`config.mk`:
```
export PLATFORM = sky130hd
export DESIGN_NAME = jtag_instr_reg_flat
export DESIGN_NICKNAME = d
export VERILOG_FILES = /design/src/rtl/jtag_instr_reg_if.sv /design/src/rtl/jtag_instr_reg.sv /design/src/flat_wrapper.sv
export SDC_FILE = /design/constraint.sdc
export NUM_CORES = 1
export LEC_CHECK = 0
export CAP_MARGIN = 20
export CORE_AREA = 5 5 42 44
export CTS_BUF_LIST = sky130_fd_sc_hd__clkbuf_4 sky130_fd_sc_hd__clkbuf_8
export CTS_CLUSTER_SIZE = 24
export DETAILED_ROUTE_END_ITERATION = 10
export DIE_AREA = 0 0 47 49
export PLACE_DENSITY_LB_ADDON = 0.12
export SLEW_MARGIN = 20
export SYNTH_ARGS = -nofsm -noshare
export SYNTH_HDL_FRONTEND = slang
export SYNTH_SLANG_ARGS = --single-unit
```
`constraint.sdc`:
```
create_clock -name TCK -period 1.12 [get_ports TCK]
set_input_delay 0.224 -clock TCK [delete_from_list [all_inputs] [get_ports TCK]]
set_output_delay 0.224 -clock TCK [all_outputs]
set_load 0.005 [all_outputs]
```
`src/rtl/jtag_instr_reg_if.sv`:
```
// ---------------------------------------------------------------------------
// jtag_instr_reg_if
// Connection bundle between the TAP controller side and the instruction
// register stage.
//   tap_reset, ir_capture, ir_shift, ir_update : IR strobes from the TAP FSM
//   TDI                                       : serial data in
//   ir_tdo                                    : serial data out (sr[0])
//   instr                                     : active instruction
//   sel_extest/idcode/sample/debug/bypass     : one-hot DR select lines
// master = TAP controller side, slave = instruction register stage.
// ---------------------------------------------------------------------------
interface jtag_instr_reg_if #(
   parameter int IR_WIDTH = 5
);
   logic                tap_reset;
   logic                ir_capture;
   logic                ir_shift;
   logic                ir_update;
   logic                TDI;
   logic                ir_tdo;
   logic [IR_WIDTH-1:0] instr;
   logic                sel_extest;
   logic                sel_idcode;
   logic                sel_sample;
   logic                sel_debug;
   logic                sel_bypass;

   modport master (
      output tap_reset, ir_capture, ir_shift, ir_update, TDI,
      input  ir_tdo, instr, sel_extest, sel_idcode, sel_sample, sel_debug, sel_bypass
   );

   modport slave (
      input  tap_reset, ir_capture, ir_shift, ir_update, TDI,
      output ir_tdo, instr, sel_extest, sel_idcode, sel_sample, sel_debug, sel_bypass
   );
endinterface

```
`src/rtl/jtag_instr_reg.sv`:
```
// ---------------------------------------------------------------------------
// jtag_instr_reg
// JTAG instruction register stage downstream of the TAP controller. Captures
// and shifts the instruction between TDI and ir_tdo, commits it to instr on
// update, and decodes instr into one-hot DR select lines (unknown -> BYPASS).
//   TCK  : clock, all state changes on the rising edge
//   TRST : synchronous active-high reset
//   bus  : jtag_instr_reg_if slave modport (strobes, TDI, ir_tdo, instr, sel_*)
// ---------------------------------------------------------------------------
module jtag_instr_reg #(
   parameter int                  IR_WIDTH    = 5,
   parameter logic [IR_WIDTH-1:0] CAPTURE_VAL = IR_WIDTH'(1),
   parameter logic [IR_WIDTH-1:0] OP_EXTEST   = IR_WIDTH'(0),
   parameter logic [IR_WIDTH-1:0] OP_IDCODE   = IR_WIDTH'(1),
   parameter logic [IR_WIDTH-1:0] OP_SAMPLE   = IR_WIDTH'(2),
   parameter logic [IR_WIDTH-1:0] OP_DEBUG    = IR_WIDTH'(8),
   parameter logic [IR_WIDTH-1:0] OP_BYPASS   = '1
) (
   input logic              TCK,
   input logic              TRST,
   jtag_instr_reg_if.slave  bus
);

   logic [IR_WIDTH-1:0] sr;
   logic [IR_WIDTH-1:0] instr_q;
   logic                rst_any;

   assign rst_any = TRST | bus.tap_reset;

   // Shift register: reset > capture > shift > hold.
   // NOTE: sequential state uses <= so every register samples pre-edge values;
   // instr below relies on reading the old sr in the same edge.
   always_ff @(posedge TCK) begin
      if (rst_any) begin
         sr <= CAPTURE_VAL;
      end else if (bus.ir_capture) begin
         sr <= CAPTURE_VAL;
      end else if (bus.ir_shift) begin
         sr <= {bus.TDI, sr[IR_WIDTH-1:1]};
      end
   end

   // Active instruction: update is ignored if it overlaps capture or shift,
   // so instr can never move while a scan is in progress.
   always_ff @(posedge TCK) begin
      if (rst_any) begin
         instr_q <= OP_IDCODE;
      end else if (bus.ir_update && !bus.ir_capture && !bus.ir_shift) begin
         instr_q <= sr;
      end
   end

   assign bus.ir_tdo = sr[0];
   assign bus.instr  = instr_q;

   // Decode from the registered instruction only, so selects never glitch
   // during a scan. Anything not recognised falls through to BYPASS.
   always_comb begin
      // NOTE: every output gets a default first so no latch is inferred.
      bus.sel_extest = 1'b0;
      bus.sel_idcode = 1'b0;
      bus.sel_sample = 1'b0;
      bus.sel_debug  = 1'b0;
      bus.sel_bypass = 1'b0;
      if (instr_q == OP_EXTEST) begin
         bus.sel_extest = 1'b1;
      end else if (instr_q == OP_IDCODE) begin
         bus.sel_idcode = 1'b1;
      end else if (instr_q == OP_SAMPLE) begin
         bus.sel_sample = 1'b1;
      end else if (instr_q == OP_DEBUG) begin
         bus.sel_debug = 1'b1;
      end else begin
         bus.sel_bypass = 1'b1;
      end
   end

endmodule
```
`src/flat_wrapper.sv`:
```
// flat-port wrapper written by rule: the top's interface ports become plain ports
module jtag_instr_reg_flat 
#(
   parameter int                  IR_WIDTH    = 5,
   parameter logic [IR_WIDTH-1:0] CAPTURE_VAL = IR_WIDTH'(1),
   parameter logic [IR_WIDTH-1:0] OP_EXTEST   = IR_WIDTH'(0),
   parameter logic [IR_WIDTH-1:0] OP_IDCODE   = IR_WIDTH'(1),
   parameter logic [IR_WIDTH-1:0] OP_SAMPLE   = IR_WIDTH'(2),
   parameter logic [IR_WIDTH-1:0] OP_DEBUG    = IR_WIDTH'(8),
   parameter logic [IR_WIDTH-1:0] OP_BYPASS   = '1
)
  (TCK, TRST, bus_tap_reset, bus_ir_capture, bus_ir_shift, bus_ir_update, bus_TDI, bus_ir_tdo, bus_instr, bus_sel_extest, bus_sel_idcode, bus_sel_sample, bus_sel_debug, bus_sel_bypass);
  jtag_instr_reg_if #(.IR_WIDTH(IR_WIDTH)) bus_i ();
  input logic TCK;
  input logic TRST;
  input wire logic [$bits(bus_i.tap_reset)-1:0] bus_tap_reset;
  input wire logic [$bits(bus_i.ir_capture)-1:0] bus_ir_capture;
  input wire logic [$bits(bus_i.ir_shift)-1:0] bus_ir_shift;
  input wire logic [$bits(bus_i.ir_update)-1:0] bus_ir_update;
  input wire logic [$bits(bus_i.TDI)-1:0] bus_TDI;
  output wire logic [$bits(bus_i.ir_tdo)-1:0] bus_ir_tdo;
  output wire logic [$bits(bus_i.instr)-1:0] bus_instr;
  output wire logic [$bits(bus_i.sel_extest)-1:0] bus_sel_extest;
  output wire logic [$bits(bus_i.sel_idcode)-1:0] bus_sel_idcode;
  output wire logic [$bits(bus_i.sel_sample)-1:0] bus_sel_sample;
  output wire logic [$bits(bus_i.sel_debug)-1:0] bus_sel_debug;
  output wire logic [$bits(bus_i.sel_bypass)-1:0] bus_sel_bypass;
  assign bus_i.tap_reset = bus_tap_reset;
  assign bus_i.ir_capture = bus_ir_capture;
  assign bus_i.ir_shift = bus_ir_shift;
  assign bus_i.ir_update = bus_ir_update;
  assign bus_i.TDI = bus_TDI;
  assign bus_ir_tdo = bus_i.ir_tdo;
  assign bus_instr = bus_i.instr;
  assign bus_sel_extest = bus_i.sel_extest;
  assign bus_sel_idcode = bus_i.sel_idcode;
  assign bus_sel_sample = bus_i.sel_sample;
  assign bus_sel_debug = bus_i.sel_debug;
  assign bus_sel_bypass = bus_i.sel_bypass;
  jtag_instr_reg #(.IR_WIDTH(IR_WIDTH), .CAPTURE_VAL(CAPTURE_VAL), .OP_EXTEST(OP_EXTEST), .OP_IDCODE(OP_IDCODE), .OP_SAMPLE(OP_SAMPLE), .OP_DEBUG(OP_DEBUG), .OP_BYPASS(OP_BYPASS)) u_core (.TCK(TCK), .TRST(TRST), .bus(bus_i));
endmodule
```
==> results of run 1 <==
## worst max-delay path: cells and delay by family, from the launching register on
kind,cells,cell delay (ns)
flops,1,0.32
fa+ha+maj,1,0.28
buf+inv,1,0.13
simple gates,1,0.29
## logic make-up (layout without fill, tap and decap cells)
logic type | after synthesis | after routing | share of synthesized area, %
muxes | 9 | 9 | 18.72
AOI/OAI and AO/OA | 1 | 1 | 1.724
buffers and inverters | 3 | 30 | 4.187
and+or+nand+nor | 24 | 24 | 33.99
DFF | 10 | 10 | 39.41
adders and majority gates | 1 | 1 | 1.971
## sequential cells by signal, indices dropped and copies added, names as in the netlist
signal            flops
u_core.sr             5
u_core.bus.instr      5
## worst max path at each step
| stage | to | cells after the start |
|---|---|---|
| 2_1_floorplan | bus_sel_bypass | 2 |
| 3_3_place_gp | bus_sel_debug | 3 |
| 3_5_place_dp | bus_sel_debug | 3 |
| 4_1_cts | bus_sel_bypass | 3 |
| 5_1_grt | bus_sel_bypass | 3 |
| 6_report | bus_sel_bypass | 3 |
## cell usage in the layout, fill, tap and decap left out
| cell | n |
|---|---|
| and2b_2 | 1 |
| nor3_1 | 2 |
| buf_6 | 3 |
| dfxtp_2 | 5 |
| dfxtp_1 | 4 |
| or3_1 | 1 |
| nor3b_1 | 8 |
| clkdlybuf4s15_2 | 1 |
| nor2_1 | 4 |
| nand2b_4 | 1 |
| dlymetal6s2s_1 | 1 |
| clkbuf_4 | 3 |
| mux2_4 | 1 |
| maj3_2 | 1 |
| mux2_2 | 3 |
| buf_4 | 7 |
| dlygate4sd2_1 | 5 |
| nor4b_2 | 2 |
| a211o_1 | 1 |
| nor4_4 | 1 |
| or2_4 | 1 |
| dfxtp_4 | 1 |
| mux2i_1 | 5 |
| clkdlybuf4s50_1 | 1 |
| buf_2 | 7 |
| or3_4 | 1 |
| nor3b_4 | 1 |
| clkbuf_2 | 2 |
| nor4_2 | 1 |
## where the power goes
| part | switching, mW | internal, mW |
|---|---|---|
| Sequential | 0.00144 | 0.355 |
| Clock | 0.104 | 0.123 |
| Combinational | 0.0300 | 0.0408 |
## layer usage
| layer | share of wire [%] | track usage, % | up-vias |
|---|---|---|---|
| met5 | 0 | 0 | - |
| met4 | 0.36 | 5.530 | 0 |
| met3 | 9.8 | 2.952 | 2 |
| met2 | 53 | 16.52 | 13 |
| met1 | 37 | 13.81 | 206 |
| li1 | - | - | 233 |
## through the flow
stage / cells / cell area (sq um) / total power [mW]
after floorplan: 48 / 510.5 / 0.4039
after global placement: 87 / 747.0 / 0.4413
after detailed placement: 87 / 747.0 / 0.4418
after CTS: 91 / 784.5 / 0.6733
after global routing: 91 / 797.0 / 0.6964
final: 91 / 797.0 / 0.6546
## final cells by class
type,instances,area [sq um]
Fill cell,138,604.3
Multi-Input combinational cell,35,335.3
Sequential cell,10,210.2
Timing Repair Buffer,27,209.0
Clock buffer,3,22.52
Tap cell,16,20.02
## timing repair
action / 4_1_cts / 5_1_grt
pin swaps: 5 / 4
setup endpoints to repair: 21 / 9
cloned: 0 / 0
gates resized for setup: 51 / 8
buffers inserted: 1 / 0
==> results by group, run 1 <==
Status
  • Status: finished with violations
  • Violated checks: setup timing

Synthesis
  • Cells after synthesis: 48
  • Flip-flop and latch count after synthesis: 10
  • Synth top area cells: dfxtp_1, nor3b_1, mux2i_1
  • Syn_area_per_cell: 10.58 sq um
  • Yosys Warn Count: 0
  • Area leader, netlist: dfxtp_1
  • Top cells by count, synth: dfxtp_1, nor3b_1, mux2i_1
  • Leading cell type by number of instances after synthesis: dfxtp_1
  • Synth Cell Area: 508.0 sq um
  • Syn nets: 55
  • Seq/Total Area, Yosys: 39.41%
  • Post-synth EDFFs: 0
  • Yosys cell types: 18
  • Most used DFF post-synth: dfxtp_1
  • Post-synth ARST share: 0%
  • Synth top area share: 39.41%

STA
  • Worst Skew: 0.003666 ns
  • Final worst path period share: 134.4%
  • Final worst setup slack: -0.3850 ns
  • Setup TNS: -1.431 ns
  • Pins Over Slew Limit: 0
  • RSZ-0062 raised after global routing: yes
  • Measured slew at the worst slew-check pin: 0.1967 ns
  • Setup violators final: 6
  • Final Hold Vio Count: 0
  • Post-route minimum period: 1.505 ns
  • Slew margin rel.: 86.86%
  • Hold slack: 0.3240 ns
  • Max Freq: 664.5 MHz

Hold path
  • Hold Path End: u_core.sr[0]
  • Hold wc startpoint: bus_tap_reset
  • Hold path depth: 3
  • Worst min path class: input port to register

Worst setup path
  • Reg2reg start: u_core.bus.instr[3]
  • CP Capture Type: output port
  • CP max stage delay: 0.32 ns
  • R2r setup slk: 0.15 ns
  • Crit path arrival time: 1.28 ns
  • End of the worst register-to-register path: u_core.bus.instr[3]
  • WP data required: 0.90 ns
  • CP startpoint kind: register
  • Critical Path Source: u_core.bus.instr[3]
  • CP Max Fanout: 2
  • Slowest cell on crit path: dfxtp_2
  • WS Path Type: register to output port
  • Cells on worst reg2reg path: 3
  • Worst-path cell chain: maj3_2 > or3_1 > buf_2

Drt
  • Wire per inst: 12.24 microns
  • Vias: 454
  • Avg Vias per Cell: 4.989
  • Number of nets still failing antenna checks after routing: 0
  • Drt first pass iters: 2
  • Routed WL: 1.114 mm
  • Remaining DRCs: 0
  • 1st-iter DRT viols: 2

Global route
  • Vias in the first global route: 435
  • GR Overflow Total: 0
  • First-pass GRT wire length: 1.883 mm
  • Initial antenna violation count: 0
  • Total Routing Usage GR: 10.96%
  • Largest net degree at the start of global routing: 11

Floorplanning
  • Starting Density: 36.25%
  • Die width: 47 microns
  • Chip height: 49 microns
  • Core ar.: 0.001401 sq mm
  • Die area: 0.002303 sq mm
  • IO Count: 18
  • Std cell rows: 14

Final layout
  • Share of cells above drive strength 1: 57.33%
  • Final net count: 84
  • P&R area growth vs syn: 56.90%
  • Final core utilization: 56.88%
  • Ant diodes: 0

Placement
  • Place WS: -0.5451 ns
  • Final HPWL DP: 841.5 microns
  • Buffers added on ports: 17
  • Routability cong.: 0.7791

CTS
  • Maximum clock path buffer count: 2
  • Total CTS buffers: 3
  • Hold buffer count at CTS: 0
  • TritonCTS Sinks: 10
  • CTS tree: done
  • H-tree depth: 1
  • Clk Latency, worst-skew pair: 0.25 ns
  • Clock Pin Slew Worst Setup and Hold Paths: 0.06 ns
  • Root Buffer: clkbuf_4

Power and ir drop
  • Leakage: 0.3338 nW
  • Cell Pwr Density: 821.3 mW/mm^2
  • Peak supply drop: 494.6 uV

Job
  • Max cap viols: 0
Power figures use the tool's default switching activity.
==> inputs of run 2 (changes only) <==
- GPL_ROUTABILITY_DRIVEN: default -> 0
- REMOVE_ABC_BUFFERS: default -> 1
==> run 2 against run 1 <==
The run still ends with setup timing left. Critical path depth did not move. Final area up 0.94%. First-iteration DRC count grew 100%. Wire length grew 0.99%. Sequential power is essentially flat. Sequential share of layout area fell by 0.25 points. Non-clock buffer count decreased by 1. Utilization grew 0.54 points. Combinational power decreased by 3.8%. Clock power grew 37%. Global-route usage fell by 0.29 points. Critical endpoint unchanged.
==> results by group, run 2 (synthesis results as in run 1) <==
Global route
  • Total Routing Usage GR: 10.67% (-0.29 points)
  • Largest net degree at the start of global routing: 11 (unchanged)
  • GR Overflow Total: 0 (unchanged)
  • Vias in the first global route: 420 (-3.4%)
  • First-pass GRT wire length: 1.800 mm (-4.4%)
  • Initial antenna violation count: 0 (unchanged)

Power and ir drop
  • Tot Pwr: 736.4 uW (+12%)
  • Cell Pwr Density: 915.3 mW/mm^2 (+11%)
  • Leakage: 0.3509 nW (+5.1%)
  • Peak supply drop: 783.5 uV (+58%)

Final layout
  • P&R area growth vs syn: 58.37%
  • Share of cells above drive strength 1: 57.33% (unchanged)
  • Final net count: 83 (-1.2%)
  • Commonest non-fill, non-tap cells in the layout: nor3b_1, buf_4, buf_2
  • Final core utilization: 57.41% (+0.54 points)
  • Ant diodes: 0 (unchanged)
  • Area of the multi-input gates: 344.1 sq um (+2.6%)
  • Register area: 210.2 sq um (unchanged)
  • Fillers: 149 (+8.0%)

Floorplanning
  • Std cell rows: 14 (unchanged)
  • IO Count: 18 (unchanged)
  • Die area: 0.002303 sq mm (unchanged)
  • Core ar.: 0.001401 sq mm (unchanged)
  • Die width: 47 microns (unchanged)
  • Starting Density: 36.25% (unchanged)
  • Chip height: 49 microns (unchanged)

CTS
  • Maximum clock path buffer count: 2 (unchanged)
  • Clk Latency, worst-skew pair: 0.26 ns (about the same)
  • Clock Pin Slew Worst Setup and Hold Paths: 0.07 ns (about the same)
  • CTS tree: done
  • TritonCTS Sinks: 10 (unchanged)
  • H-tree depth: 1 (unchanged)
  • Root Buffer: clkbuf_4
  • Total CTS buffers: 3 (unchanged)

Worst setup path
  • Crit path arrival time: 1.29 ns (about the same)
  • CP Capture Type: output port
  • WP data required: 0.90 ns (about the same)
  • CP startpoint kind: register
  • WS Path Type: register to output port
  • CP Max Fanout: 2 (unchanged)

STA
  • Final worst path period share: 134.9% (+0.54 points)
  • Pins Over Slew Limit: 0 (unchanged)
  • Max Freq: 661.8 MHz (-0.40%)
  • Final worst setup slack: -0.3910 ns (-0.006046 ns)
  • Setup violators final: 5 (-1)
  • Post-route minimum period: 1.511 ns (+0.006046 ns)
  • Slew margin rel.: 79.78% (-7.1 points)
  • Measured slew at the worst slew-check pin: 0.3030 ns (+0.1063 ns)
  • Final Hold Vio Count: 0 (unchanged)
  • Worst Skew: 0.004755 ns (+0.001090 ns)
  • Hold slack: 0.3226 ns (-0.001346 ns)
  • RSZ-0062 raised after global routing: yes
  • Setup TNS: -1.447 ns (-0.01570 ns)

Drt
  • Remaining DRCs: 0 (unchanged)
  • Vias: 440 (-3.1%)
  • Avg Vias per Cell: 4.835 (-3.1%)
  • 1st-iter DRT viols: 4 (+2)
  • Number of nets still failing antenna checks after routing: 0 (unchanged)
  • Wire per inst: 12.36 microns (+0.99%)
  • Routed WL: 1.125 mm (+0.99%)
  • Drt first pass iters: 2 (unchanged)

Placement
  • Final HPWL DP: 811.2 microns (-3.6%)
  • Buffers added on ports: 17 (unchanged)

Hold path
  • Worst min path class: input port to register

Status
  • Status: finished with violations
  • Violated checks: setup timing

Job
  • Max cap viols: 0 (unchanged)
## run 2: through the flow
| stage | cells | setup WS [ns] | area [sq um] |
|---|---|---|---|
| after floorplan | 45 | -0.09982 | 486.7 |
| after global placement | 87 | -0.5424 | 744.5 |
| after detailed placement | 87 | -0.5442 | 744.5 |
| after CTS | 91 | -0.4393 | 782.0 |
| after global routing | 91 | -0.4514 | 804.5 |
| final | 91 | -0.3910 | 804.5 |
## run 2: critical path: stages, from the launching register on
cell,delay [ns]
dfxtp_2,0.33
maj3_2,0.28
or3_1,0.29
buf_2,0.13
## run 2: layer usage
layer  GRT usage (%)  routed length, microns  vias up
li1                -                       -      230
met1           12.67                     433      195
met2           16.52                     578       13
met3           3.321                      99        2
met4           5.530                      13        0
met5               0                       0        -
## run 2: final cells by class
class,instances,area share [%]
Multi-Input combinational cell,35,42.77
Sequential cell,10,26.13
Timing Repair Buffer,26,24.11
Clock buffer,4,4.510
Tap cell,16,2.488
## run 2: final timing paths
check | from | end | slack (ns) | depth (start not counted)
worst max-delay path | u_core.bus.instr[0] | bus_sel_bypass | -0.39 | 3
worst min-delay path | bus_tap_reset | u_core.sr[0] | 0.32 | 3
worst max register to register | u_core.bus.instr[3] | u_core.bus.instr[3] | 0.15 | 3
worst min register to register | u_core.sr[1] | u_core.sr[0] | 0.49 | 1
## run 2: report_power, final
| part | switching, mW | internal [mW] | total, mW |
|---|---|---|---|
| clock | 0.115 | 0.197 | 0.312 |
| combinational | 0.0296 | 0.0385 | 0.0681 |
| sequential | 0.00132 | 0.355 | 0.356 |
| total | 0.146 | 0.590 | 0.736 |
## run 2: repair_timing
action,in CTS,in global routing
setup endpoints to repair,21,9
pin swaps,5,1
hold buffers,0,0
gates cloned,0,0
buffers inserted,1,0
gates resized for setup,52,10
